$ cat config.mk
export PLATFORM = sky130hd
export DESIGN_NAME = cnu_msg_gen
export DESIGN_NICKNAME = d
export VERILOG_FILES = /design/src/rtl/cnu_msg_gen.sv
export SDC_FILE = /design/constraint.sdc
export NUM_CORES = 1
export LEC_CHECK = 0
export CAP_MARGIN = 40
export CELL_PAD_IN_SITES_DETAIL_PLACEMENT = 1
export CELL_PAD_IN_SITES_GLOBAL_PLACEMENT = 1
export CORE_MARGIN = 1
export CORE_UTILIZATION = 40
export CTS_CLUSTER_DIAMETER = 40
export DETAILED_ROUTE_END_ITERATION = 7
export PLACE_DENSITY = 0.83
export SLEW_MARGIN = 20
export SYNTH_ARGS = -nofsm -noshare
export SYNTH_HDL_FRONTEND = slang
export SYNTH_SLANG_ARGS = --single-unit
export TNS_END_PERCENT = 30
$ cat constraint.sdc
create_clock -name clk -period 9.3 [get_ports clk]
set_clock_uncertainty 0.15 [all_clocks]
set_input_delay 1.395 -clock clk [delete_from_list [all_inputs] [get_ports clk]]
set_output_delay 1.395 -clock clk [all_outputs]
set_load 0.03 [all_outputs]
$ cat src/rtl/cnu_msg_gen.sv
// Check-node output stage: buffers compressed min-sum records and expands each one
// into D offset-corrected sign-magnitude check-to-variable messages, one edge per beat.
module cnu_msg_gen #(
  parameter int data_w = 9,
  parameter int D      = 7,
  parameter int OFFSET = 1,
  parameter int DEPTH  = 2
) (
  input  logic              clk,
  input  logic              rst,
  input  logic              in_valid,
  output logic              in_ready,
  input  logic [data_w-1:0] in_min,
  input  logic [data_w-1:0] in_min2,
  input  logic [D-1:0]      in_min_idx,
  input  logic [D-1:0]      in_signs,
  output logic              out_valid,
  input  logic              out_ready,
  output logic [data_w:0]   out_msg,
  output logic [2:0]        out_edge,
  output logic              out_last
);

  localparam int PW = (DEPTH > 1) ? $clog2(DEPTH) : 1;
  localparam int CW = $clog2(DEPTH + 1);
  localparam logic [CW-1:0]     DEPTH_C   = CW'(DEPTH);
  localparam logic [2:0]        LAST_EDGE = 3'(D - 1);
  localparam logic [data_w-1:0] OFF_C     = data_w'(OFFSET);

  // Record storage; contents need no reset, only the pointers do.
  logic [data_w-1:0] min_mem   [DEPTH];
  logic [data_w-1:0] min2_mem  [DEPTH];
  logic [D-1:0]      idx_mem   [DEPTH];
  logic [D-1:0]      signs_mem [DEPTH];
  logic              par_mem   [DEPTH];

  logic [PW-1:0] wr_ptr_q, wr_ptr_d;
  logic [PW-1:0] rd_ptr_q, rd_ptr_d;
  logic [CW-1:0] count_q,  count_d;
  logic [2:0]    ecnt_q,   ecnt_d;

  logic push, beat, pop;

  logic [data_w-1:0] head_min, head_min2;
  logic [D-1:0]      head_idx, head_signs;
  logic              head_par;

  logic [data_w-1:0] edge_mag  [D];
  logic              edge_sign [D];
  logic [data_w-1:0] sel_mag;
  logic              sel_sign;

  assign in_ready  = !rst && (count_q < DEPTH_C);
  assign out_valid = (count_q != '0);
  assign push      = in_valid && in_ready;
  assign beat      = out_valid && out_ready;
  assign pop       = beat && (ecnt_q == LAST_EDGE);

  always_ff @(posedge clk) begin
    if (push) begin
      min_mem[wr_ptr_q]   <= in_min;
      min2_mem[wr_ptr_q]  <= in_min2;
      idx_mem[wr_ptr_q]   <= in_min_idx;
      signs_mem[wr_ptr_q] <= in_signs;
      par_mem[wr_ptr_q]   <= ^in_signs;
    end
  end

  assign head_min   = min_mem[rd_ptr_q];
  assign head_min2  = min2_mem[rd_ptr_q];
  assign head_idx   = idx_mem[rd_ptr_q];
  assign head_signs = signs_mem[rd_ptr_q];
  assign head_par   = par_mem[rd_ptr_q];

  // Every edge's message is formed in parallel; the edge counter just selects one.
  // Magnitude saturates at zero so a small raw value never wraps.
  for (genvar gi = 0; gi < D; gi++) begin : g_edge
    logic [data_w-1:0] raw;
    assign raw           = head_idx[gi] ? head_min2 : head_min;
    assign edge_mag[gi]  = (raw > OFF_C) ? (raw - OFF_C) : '0;
    assign edge_sign[gi] = head_par ^ head_signs[gi];
  end

  always_comb begin
    sel_mag  = '0;
    sel_sign = 1'b0;
    for (int k = 0; k < D; k++) begin
      if (ecnt_q == 3'(k)) begin
        sel_mag  = edge_mag[k];
        sel_sign = edge_sign[k];
      end
    end
  end

  assign out_msg  = {sel_sign, sel_mag};
  assign out_edge = ecnt_q;
  assign out_last = out_valid && (ecnt_q == LAST_EDGE);

  always_comb begin
    wr_ptr_d = wr_ptr_q;
    rd_ptr_d = rd_ptr_q;
    count_d  = count_q;
    ecnt_d   = ecnt_q;
    if (push) wr_ptr_d = wr_ptr_q + PW'(1);
    if (pop)  rd_ptr_d = rd_ptr_q + PW'(1);
    if (pop)       ecnt_d = 3'd0;
    else if (beat) ecnt_d = ecnt_q + 3'd1;
    case ({push, pop})
      2'b10:   count_d = count_q + CW'(1);
      2'b01:   count_d = count_q - CW'(1);
      default: count_d = count_q;
    endcase
  end

  always_ff @(posedge clk) begin
    if (rst) begin
      wr_ptr_q <= '0;
      rd_ptr_q <= '0;
      count_q  <= '0;
      ecnt_q   <= '0;
    end else begin
      wr_ptr_q <= wr_ptr_d;
      rd_ptr_q <= rd_ptr_d;
      count_q  <= count_d;
      ecnt_q   <= ecnt_d;
    end
  end

endmodule

# Word-level counts from Yosys, hierarchy flattened
# Memory sizes are Yosys's and may differ from the RTL's. A register that Yosys moved wholly into a read port is not among the register bits.
# Index checks and enable logic that the tools add are counted.
# W data, S select, Z words.
# totals
regBits,7
ram_bits,66
out_inout_bits,16
memories,5
# memory_table
name,depth,word_bits,rd,rd_ports_with_merged_regs,wr,line_no,rtl
min2_mem,2,9,1,1,1,32,logic [data_w-1:0] min2_mem [DEPTH];
min_mem,2,9,1,1,1,31,logic [data_w-1:0] min_mem [DEPTH];
idx_mem,2,7,1,1,1,33,logic [D-1:0] idx_mem [DEPTH];
signs_mem,2,7,1,1,1,34,logic [D-1:0] signs_mem [DEPTH];
par_mem,2,1,1,1,1,35,logic par_mem [DEPTH];
# op_classes
add_sub_neg,12
order_cmp,8
eq_ne,8
n_mux,41
n_bitwise,7
reduce_logical,11
# op_table
operator,n
$mux W9,21
$gt A9 B1 Y1 const B,7
$sub A9 B1 Y9 const B,7
$mux W1,19
$eq A3 B3 Y1 const B,3
$reduce_xor A7 Y1,1
$xor A1 B1 Y1,7
$eq A3 B2 Y1 const B,2
$logic_and A1 B1 Y1,5
$pmux W2 S2,1
$reduce_bool A2 Y1,2
$add A3 B1 Y3 const B,1
$eq A3 B1 Y1 const B,1
$logic_not A3 Y1,1
$add A1 B1 Y1 const B,2
$add A2 B1 Y2 const B,1
$eq A2 B1 Y1 const B,1
$eq A2 B2 Y1 const B,1
$lt A2 B2 Y1 const B,1
$reduce_or A2 Y1,1
$sub A2 B1 Y2 const B,1
$logic_not A1 Y1,1

# Logic depth before layout (Yosys ltp)
# Gate-level depths: netlist (run 1).
# depth
depth_word,10
depth_mapped,16

# Worst setup path before layout (run 1)
# No wires, ideal clock.
# synth_path
path_kind,register -> output
from,reg with a tool-made name
to,out out_msg[4]
t_arrival_ns,3.386
required_ns,7.755
setup_slack_ns,4.369
stages_incl_launch_ff,15
path_cell_list,dfxtp_1 > buf_6 > buf_6 > mux2i_2 > clkbuf_1 > clkbuf_1 > nand2_1 > o21ai_0 > ha_1 > a21boi_0 > xor2_1 > a221oi_2 > nand2_1 > a31oi_1 > o32ai_1
# synth_lines
element,line_no,rtl
to (decl),19,"output logic [data_w:0] out_msg,"

==> impl_metrics.ini, run 1 <==
[run_status]
status = completed

[detailed_routing]
ant_nets = 0
routed-via-count = 6435
via_per_inst = 6.403
wirelength_um = 24870
drt_iter0_markers = 682
route.detailed.wl_per_inst_um = 24.75
dr.pass1.iters = 5
drc = 0

[cts]
cts_buffers = 9
root_buffer = clkbuf_16
clock-sinks = 74
hold_buffers = 0
post_cts_buffers = 0
cts_tree = built
htreeDepth = 3
clkSlewWorstSetupHoldPaths_ps = 70
clk_latency_ps = 350
ctsResizeCount = 0
cts_buffer_depth = 2

[synthesis]
synth_top_area_share_pct = 29.61
syn_inst = 744
synth-edff-count = 66
synth.distinct_cells = 89
synth_area_leaders = edfxtp_1 30%, o21ai_0 4.5%, mux2i_1 4.3%
netlist_area_mm2 = 0.006694
yosysSeqAreaShare_pct = 32.00
synth_area_per_cell_um2 = 8.997
synth_commonest_cells = 69 x nor2_1, 66 x edfxtp_1, 66 x nand2_1, 60 x o21ai_0, 51 x a21oi_1
synth_top_cell_by_area = edfxtp_1
synth_top_flop_cell = edfxtp_1
syn-num-nets = 800
yosys_register_bits = 74
ys_warn_count = 0
yosysMostFrequentCell = nor2_1
synthArstFlopShare_pct = 0

[worst_setup_path]
cp-start-kind = register
worstReg2RegStart = out_edge[0]$_SDFFE_PP0P_
worstSetupPathType = reg -> out
r2r_cells = 7
end_kind = primary output
regToRegEndpoint = count_q[1]$_SDFFE_PP0P_
cp.arrival_ps = 5020
cp_max_fo = 57
cp.required_ps = 7760
r2r_slack_ps = 6810

[pwr]
power.density_mw_per_mm2 = 129.4
swShare_pct = 31.46
p_sw_uw = 314.4
power.leakage_uw = 0.002534
combPwrFrac_pct = 25.5
p_total_uw = 999.4
internal_power_uw = 685.0
seq_power_share_pct = 39.0
vdd_drop_max_mv = 0.1322
clkPwrFrac_pct = 35.4

[floorplanning]
die_h_um = 131.4
initial_core_util_pct = 41.54
row_count = 46
dieArea_mm2 = 0.01726
fp.dieW_um = 131.4
core-area_mm2 = 0.01612
pin_count = 52

[grt]
grt_overflow = 0
antenna_found_initial = 0
grt_max_degree = 58
grt_pass1_wl_um = 37750
first_global_vias = 6475
grt.total_usage_pct = 28.57

[sta]
fin_tns_setup_ps = 0
rsz0062_at_grt = false
post-route-min-period_ps = 6561
final-setup-viol-count = 0
finalCritPeriodShare_pct = 70.55
slew_headroom_pct = 42.83
worstMarginPinSlew_ps = 833.7
fmax_mhz = 152.4
slew_viol_final = 0
hold_violations = 0

[run]
max_cap_viol_count = 0

[min_path]
hold_depth = 2
min_from = count_q[1]$_SDFFE_PP0P_
hp-class = reg -> reg
hold_end = count_q[1]$_SDFFE_PP0P_

[final_layout]
diodes = 0
layout-drive-gt1-share_pct = 13.31
nets = 840
area.growth.synth_to_final_pct = 15.35
finalInstanceArea_mm2 = 0.007721

[placement]
place_area_mm2 = 0.007390
gp_congestion = 0.9868
dpl.hpwl_um = 17980
port_buffers = 51
worst max-delay path by stage:
stage / start / end / cells after the start
after floorplan: register / out_msg[4] / 14
after global placement: register / out_msg[6] / 13
after detailed placement: register / out_msg[6] / 13
after CTS: register / out_msg[6] / 13
after global routing: register / out_msg[6] / 13
final: register / out_msg[6] / 13
power by group through the flow:
| stage | combinational (uW) | sequential (uW) | clock (uW) |
|---|---|---|---|
| after global placement | 241 | 396 | 0 |
| final | 255 | 390 | 354 |
| after global routing | 269 | 392 | 371 |
| after floorplan | 157 | 393 | 0 |
| after CTS | 250 | 390 | 361 |
| after detailed placement | 247 | 397 | 0 |
cell families (layout without fill, tap and decap cells):
kind of cell / after synthesis / in the layout / share of synthesized area, %
mux: 61 / 61 / 10.50
fa+ha+maj: 20 / 20 / 3.738
simple gates: 244 / 244 / 18.65
flops: 74 / 74 / 32.00
compound gates: 227 / 227 / 23.25
buf+inv: 64 / 109 / 4.785
xor+xnor: 54 / 54 / 7.065
stage by stage:
| step | util, % | hold slack, ps | cells | worst slack (ps) |
|---|---|---|---|---|
| 3_5_place_dp | 45.85 | 360.7 | 986 | 3186 |
| 2_1_floorplan | - | 316.7 | 744 | 4369 |
| 5_1_grt | 47.91 | 415.2 | 1005 | 2471 |
| 3_3_place_gp | 45.85 | 324.8 | 986 | 3360 |
| 6_report | 47.91 | 408.8 | 1005 | 2739 |
| 4_1_cts | 47.73 | 406.9 | 1002 | 2771 |
flip-flops by register name, summed over array words and instances, names as in the netlist, named ones only:
register / count
rd_ptr_q: 1
min2_mem: 18
count_q: 2
out_edge: 3
par_mem: 2
min_mem: 18
signs_mem: 14
wr_ptr_q: 1
idx_mem: 14
layer usage:
metal | global-route usage [%] | wire length [um] | up-vias
li1 | - | - | 2902
met1 | 38.04 | 10700 | 3163
met2 | 45.42 | 11330 | 300
met3 | 4.437 | 1827 | 70
met4 | 13.31 | 1015 | 0
met5 | 0 | 0 | -
placed cells by master (no fill, tap or decap), drive strengths merged, types with 12 or more instances in the layout:
master	count
mux2i	43
a21oi	52
nand3	25
o21ai	73
nor3	27
a211oi	12
edfxtp	66
nand2	66
nor2	69
clkdlybuf4s50	51
mux2	18
buf	22
xnor2	30
inv	22
xor2	24
ha	20
worst max-delay path: stages (launching register included):
cell	delay, ps
dfxtp_4	850
buf_4	510
mux2i_2	270
buf_4	300
nand2_1	80
o21ai_0	140
ha_1	230
a21boi_0	560
nor2b_1	200
o21ai_0	110
nor4_1	290
o2111ai_1	190
o211ai_1	170
clkdlybuf4s50_1	720
area by class of cell:
class / instances / area, um2
clock buffer: 9 / 225.2
clock inverter: 7 / 76.32
fill: 1886 / 8394
inverter: 20 / 75.07
multi-input combinational: 606 / 4245
sequential: 74 / 2146
tap: 216 / 270.3
timing repair buffer: 73 / 683.2
No activity file was read; power rests on OpenSTA's default activity.
==> run 2, diff against run 1 <==
==> constraint.sdc (replaced) <==
create_clock -name clk -period 6.2 [get_ports clk]
set_clock_uncertainty 0.15 [all_clocks]
set_input_delay 0.93 -clock clk [delete_from_list [all_inputs] [get_ports clk]]
set_output_delay 0.93 -clock clk [all_outputs]
set_load 0.03 [all_outputs]
==> impl_metrics.ini, run 2 (synthesized netlist as in run 1, its figures left out) <==
[run_status]
status = completed

[placement]
dpl.hpwl_um = 18390
port_buffers = 51
gp_congestion = 0.9972

[detailed_routing]
via_per_inst = 6.486
ant_nets = 0
drt_iter0_markers = 621
wirelength_um = 24660
drc = 0
dr.pass1.iters = 5
routed-via-count = 6551
route.detailed.wl_per_inst_um = 24.41

[cts]
clk_latency_ps = 340
root_buffer = clkbuf_16
post_cts_buffers = 0
ctsResizeCount = 0
cts_buffers = 9
clkSlewWorstSetupHoldPaths_ps = 60
hold_buffers = 0
clock-sinks = 74
cts_buffer_depth = 2
cts_tree = built
htreeDepth = 3

[worst_setup_path]
cp-start-kind = register
end_kind = primary output
crit_end = out_msg[8]
r2r_slack_ps = 3720
cp.required_ps = 5120
regToRegEndpoint = count_q[1]$_SDFFE_PP0P_
cp.arrival_ps = 4520
worstReg2RegStart = out_edge[2]$_SDFFE_PP0P_
r2r_cells = 5
worstSetupPathType = reg -> out
cp_max_fo = 35

[final_layout]
top_regs = min2_mem x18, min_mem x18
nFillCells = 1867
diodes = 0
layout-drive-gt1-share_pct = 13.48
most-common-layout-cells = 68 x nor2_1, 66 x nand2_1, 66 x edfxtp_1, 60 x o21ai_0
area.growth.synth_to_final_pct = 15.76
nets = 845
layout_commonest_cell = nor2_1

[grt]
grt_max_degree = 36
grt_pass1_wl_um = 38650
antenna_found_initial = 0
grt.total_usage_pct = 28.95
first_global_vias = 6716
grt_overflow = 0

[sta]
fmax_mhz = 178.7
fin_tns_setup_ps = 0
hold_violations = 0
finalCritPeriodShare_pct = 90.26
worstMarginPinSlew_ps = 831.1
slew_headroom_pct = 43.01
rsz0062_at_grt = false
post-route-min-period_ps = 5596
final-setup-viol-count = 0
slew_viol_final = 0

[run]
max_cap_viol_count = 0

[min_path]
hp-class = reg -> reg
min_from = count_q[1]$_SDFFE_PP0P_

[floorplanning]
dieArea_mm2 = 0.01726
pin_count = 52
row_count = 46
core-area_mm2 = 0.01612
initial_core_util_pct = 41.54
fp.dieW_um = 131.4
die_h_um = 131.4

[pwr]
swShare_pct = 30.65
p_total_uw = 1477
combPwrFrac_pct = 25.9
vdd_drop_max_mv = 0.2971
seq_power_share_pct = 39.6
power.leakage_uw = 0.002551
power.density_mw_per_mm2 = 190.7
p_sw_uw = 452.8
clkPwrFrac_pct = 34.5
internal_power_uw = 1025
[run 2: routing by layer]
metal  up-vias  wire (um)  GRT usage [%]
met4         0       1178          16.21
li1       2919          -              -
met3        75       1538          3.974
met1      3253      10570          37.95
met2       304      11370          45.92
met5         -          0              0
[run 2: how the worst min path moves through the flow]
stage / end / slack (ps) / depth (start not counted)
3_3_place_gp: count_q[1]$_SDFFE_PP0P_ / 330 / 2
5_1_grt: count_q[1]$_SDFFE_PP0P_ / 410 / 2
3_5_place_dp: count_q[1]$_SDFFE_PP0P_ / 350 / 2
6_report: count_q[1]$_SDFFE_PP0P_ / 360 / 2
4_1_cts: count_q[1]$_SDFFE_PP0P_ / 360 / 2
2_1_floorplan: count_q[1]$_SDFFE_PP0P_ / 320 / 2
[run 2: power groups by stage]
stage               registers, uW  clock network (uW)  logic, uW
floorplan                     590                   0        235
global placement              593                   0        359
detailed placement            595                   0        372
CTS                           585                 523        375
global route                  587                 533        406
finish                        585                 510        382
[run 2: worst max-delay path, stage by stage (launching register included)]
cell             delay [ps]
dfxtp_4                 620
mux2i_1                 760
nand2_1                 160
o21ai_0                 190
ha_1                    360
nor4b_2                 300
xor2_1                  220
mux2i_1                 120
a221o_1                 320
a21oi_1                 300
o221ai_1                200
clkdlybuf4s50_1         620
[run 2: layout make-up]
| cell class | instances | area, um2 | share of cell area [%] |
|---|---|---|---|
| well taps | 216 | 270.3 | 3.488 |
| multi-input cells | 606 | 4242 | 54.74 |
| flip-flops and latches | 74 | 2146 | 27.69 |
| clock buffers | 9 | 225.2 | 2.907 |
| repair buffers | 78 | 720.7 | 9.301 |
| clock inverters | 7 | 70.07 | 0.9042 |
| inverters | 20 | 75.07 | 0.9688 |
[run 2: stage by stage]
step / std cells / area (um2) / util (%) / hold WS [ps] / setup WS [ps]
after floorplan: 744 / 6694 / - / 316.7 / 1734
after global placement: 991 / 7423 / 46.06 / 329.9 / 1200
after detailed placement: 991 / 7423 / 46.06 / 353.5 / 1079
after CTS: 1007 / 7719 / 47.90 / 362.8 / 681.7
after global routing: 1010 / 7749 / 48.08 / 408.8 / 354.2
final: 1010 / 7749 / 48.08 / 362.6 / 603.6
==> run 3, diff against run 2 <==
--- a/config.mk
+++ b/config.mk
@@ -5,13 +5,13 @@
 export SDC_FILE = /design/constraint.sdc
 export NUM_CORES = 1
 export LEC_CHECK = 0
-export CAP_MARGIN = 40
 export CELL_PAD_IN_SITES_DETAIL_PLACEMENT = 1
 export CELL_PAD_IN_SITES_GLOBAL_PLACEMENT = 1
 export CORE_MARGIN = 1
 export CORE_UTILIZATION = 40
 export CTS_CLUSTER_DIAMETER = 40
 export DETAILED_ROUTE_END_ITERATION = 7
+export GPL_TIMING_DRIVEN = 1
 export PLACE_DENSITY = 0.83
 export SLEW_MARGIN = 20
 export SYNTH_ARGS = -nofsm -noshare
==> impl_metrics.ini, run 3 (synthesized netlist as in run 1, its figures left out) <==
[floorplanning]
core-area_mm2 = 0.01612
die_h_um = 131.4
row_count = 46
fp.dieW_um = 131.4
pin_count = 52
initial_core_util_pct = 41.54
dieArea_mm2 = 0.01726

[detailed_routing]
drt_iter0_markers = 535
ant_nets = 0
routed-via-count = 6519
route.detailed.wl_per_inst_um = 24.49
drc = 0
wirelength_um = 24660
dr.pass1.iters = 5
via_per_inst = 6.474

[worst_setup_path]
path_depth = 11
r2r_slack_ps = 3740
regToRegEndpoint = count_q[1]$_SDFFE_PP0P_
cp.arrival_ps = 4540
crit_slowest_cell = mux2i_1
crit_end = out_msg[8]
end_kind = primary output
crit_chain = mux2i_1 -> nand2_1 -> o21ai_0 -> ha_1 -> nor4b_2 -> xor2_1 -> mux2i_1 -> a221o_1 -> a21oi_1 -> o221ai_1 -> clkdlybuf4s50_1
cp-start-kind = register
cp.required_ps = 5120
critPathBufInv = 1
slowest_delay_ps = 760
crit_path_frequent_cell = mux2i_1
r2r_cells = 5
cp_max_fo = 35
path_delay_family = compound AO/OA/AOI/OAI gates
worstReg2RegStart = out_edge[2]$_SDFFE_PP0P_
worstSetupPathType = reg -> out

[sta]
slew_headroom_pct = 36.30
worstMarginPinSlew_ps = 937.0
fin_tns_setup_ps = 0
finalCritPeriodShare_pct = 90.61
rsz0062_at_grt = false
slew_viol_final = 0
post-route-min-period_ps = 5618
fmax_mhz = 178.0
hold_violations = 0
final-setup-viol-count = 0

[grt]
grt_pass1_wl_um = 38650
grt_max_degree = 36
grt.total_usage_pct = 28.95
antenna_found_initial = 0
first_global_vias = 6716
grt_overflow = 0

[cts]
cts_buffer_depth = 2
post_cts_buffers = 0
cts_tree = built
root_buffer = clkbuf_16
clock-sinks = 74
htreeDepth = 3
cts_buffers = 9
ctsResizeCount = 0
hold_buffers = 0
clk_latency_ps = 340
clkSlewWorstSetupHoldPaths_ps = 70

[final_layout]
diodes = 0
layout-drive-gt1-share_pct = 13.15
layout_commonest_cell = nor2_1
area.growth.synth_to_final_pct = 15.31
stdcell_count = 1007
nets = 842
most-common-layout-cells = 68 x nor2_1, 66 x nand2_1, 66 x edfxtp_1, 60 x o21ai_0
top_regs = min2_mem x18, min_mem x18

[placement]
placed_cells = 991
dpl.hpwl_um = 18390
port_buffers = 51
gp_congestion = 0.9972

[pwr]
power.leakage_uw = 0.002534
vdd_drop_max_mv = 0.2969
power.density_mw_per_mm2 = 191.4

[run]
max_cap_viol_count = 0

[min_path]
hp-class = reg -> reg

[run_status]
status = completed
==> run 3: cell types whose count changed in the layout (fill, tap and decap cells not counted), sizes merged <==
cell  change
buf       -3
==> run 3: layer usage <==
metal / vias to the layer above / wire, um / global-route usage (%)
li1: 2904 / - / -
met3: 79 / 1719 / 3.974
met4: 0 / 1251 / 16.21
met2: 310 / 11290 / 45.92
met5: - / 0 / 0
met1: 3226 / 10400 / 37.95
==> run 3: worst min-delay path: stages, from the launching register on <==
cell,delay [ps]
dfxtp_1,320
o21ai_0,80
a21oi_1,70
==> run 3: cell type report <==
cell class | count | area [um2]
fill | 1870 | 8397
multi-input combinational | 606 | 4242
sequential | 74 | 2146
timing repair buffer | 75 | 690.7
tap | 216 | 270.3
clock buffer | 9 | 225.2
inverter | 20 | 75.07
clock inverter | 7 | 70.07
==> run 3: power by group <==
group	internal, uW	switching (uW)
Combinational	148	233
Clock	310	201
Sequential	566	19.3
Total	1020	453
==> run 3: worst min path at each step <==
stage                                  from                       to  slack (ps)  cells after the start
finish              count_q[1]$_SDFFE_PP0P_  count_q[1]$_SDFFE_PP0P_         360                      2
global route        count_q[1]$_SDFFE_PP0P_  count_q[1]$_SDFFE_PP0P_         410                      2
CTS                 count_q[1]$_SDFFE_PP0P_  count_q[1]$_SDFFE_PP0P_         360                      2
detailed placement  count_q[1]$_SDFFE_PP0P_  count_q[1]$_SDFFE_PP0P_         350                      2
global placement    count_q[1]$_SDFFE_PP0P_  count_q[1]$_SDFFE_PP0P_         330                      2
floorplan           count_q[1]$_SDFFE_PP0P_  count_q[1]$_SDFFE_PP0P_         320                      2
==> run 3: stage by stage <==
stage	utilization (%)	setup slack [ps]	hold WS (ps)	total power, uW	area (um2)
floorplan	-	1734	316.7	824.6	6694
global placement	46.06	1200	329.9	951.8	7423
detailed placement	46.06	1079	353.5	967.1	7423
CTS	47.90	681.7	362.8	1482	7719
global route	47.90	354.5	408.8	1525	7719
finish	47.90	582.4	362.8	1477	7719
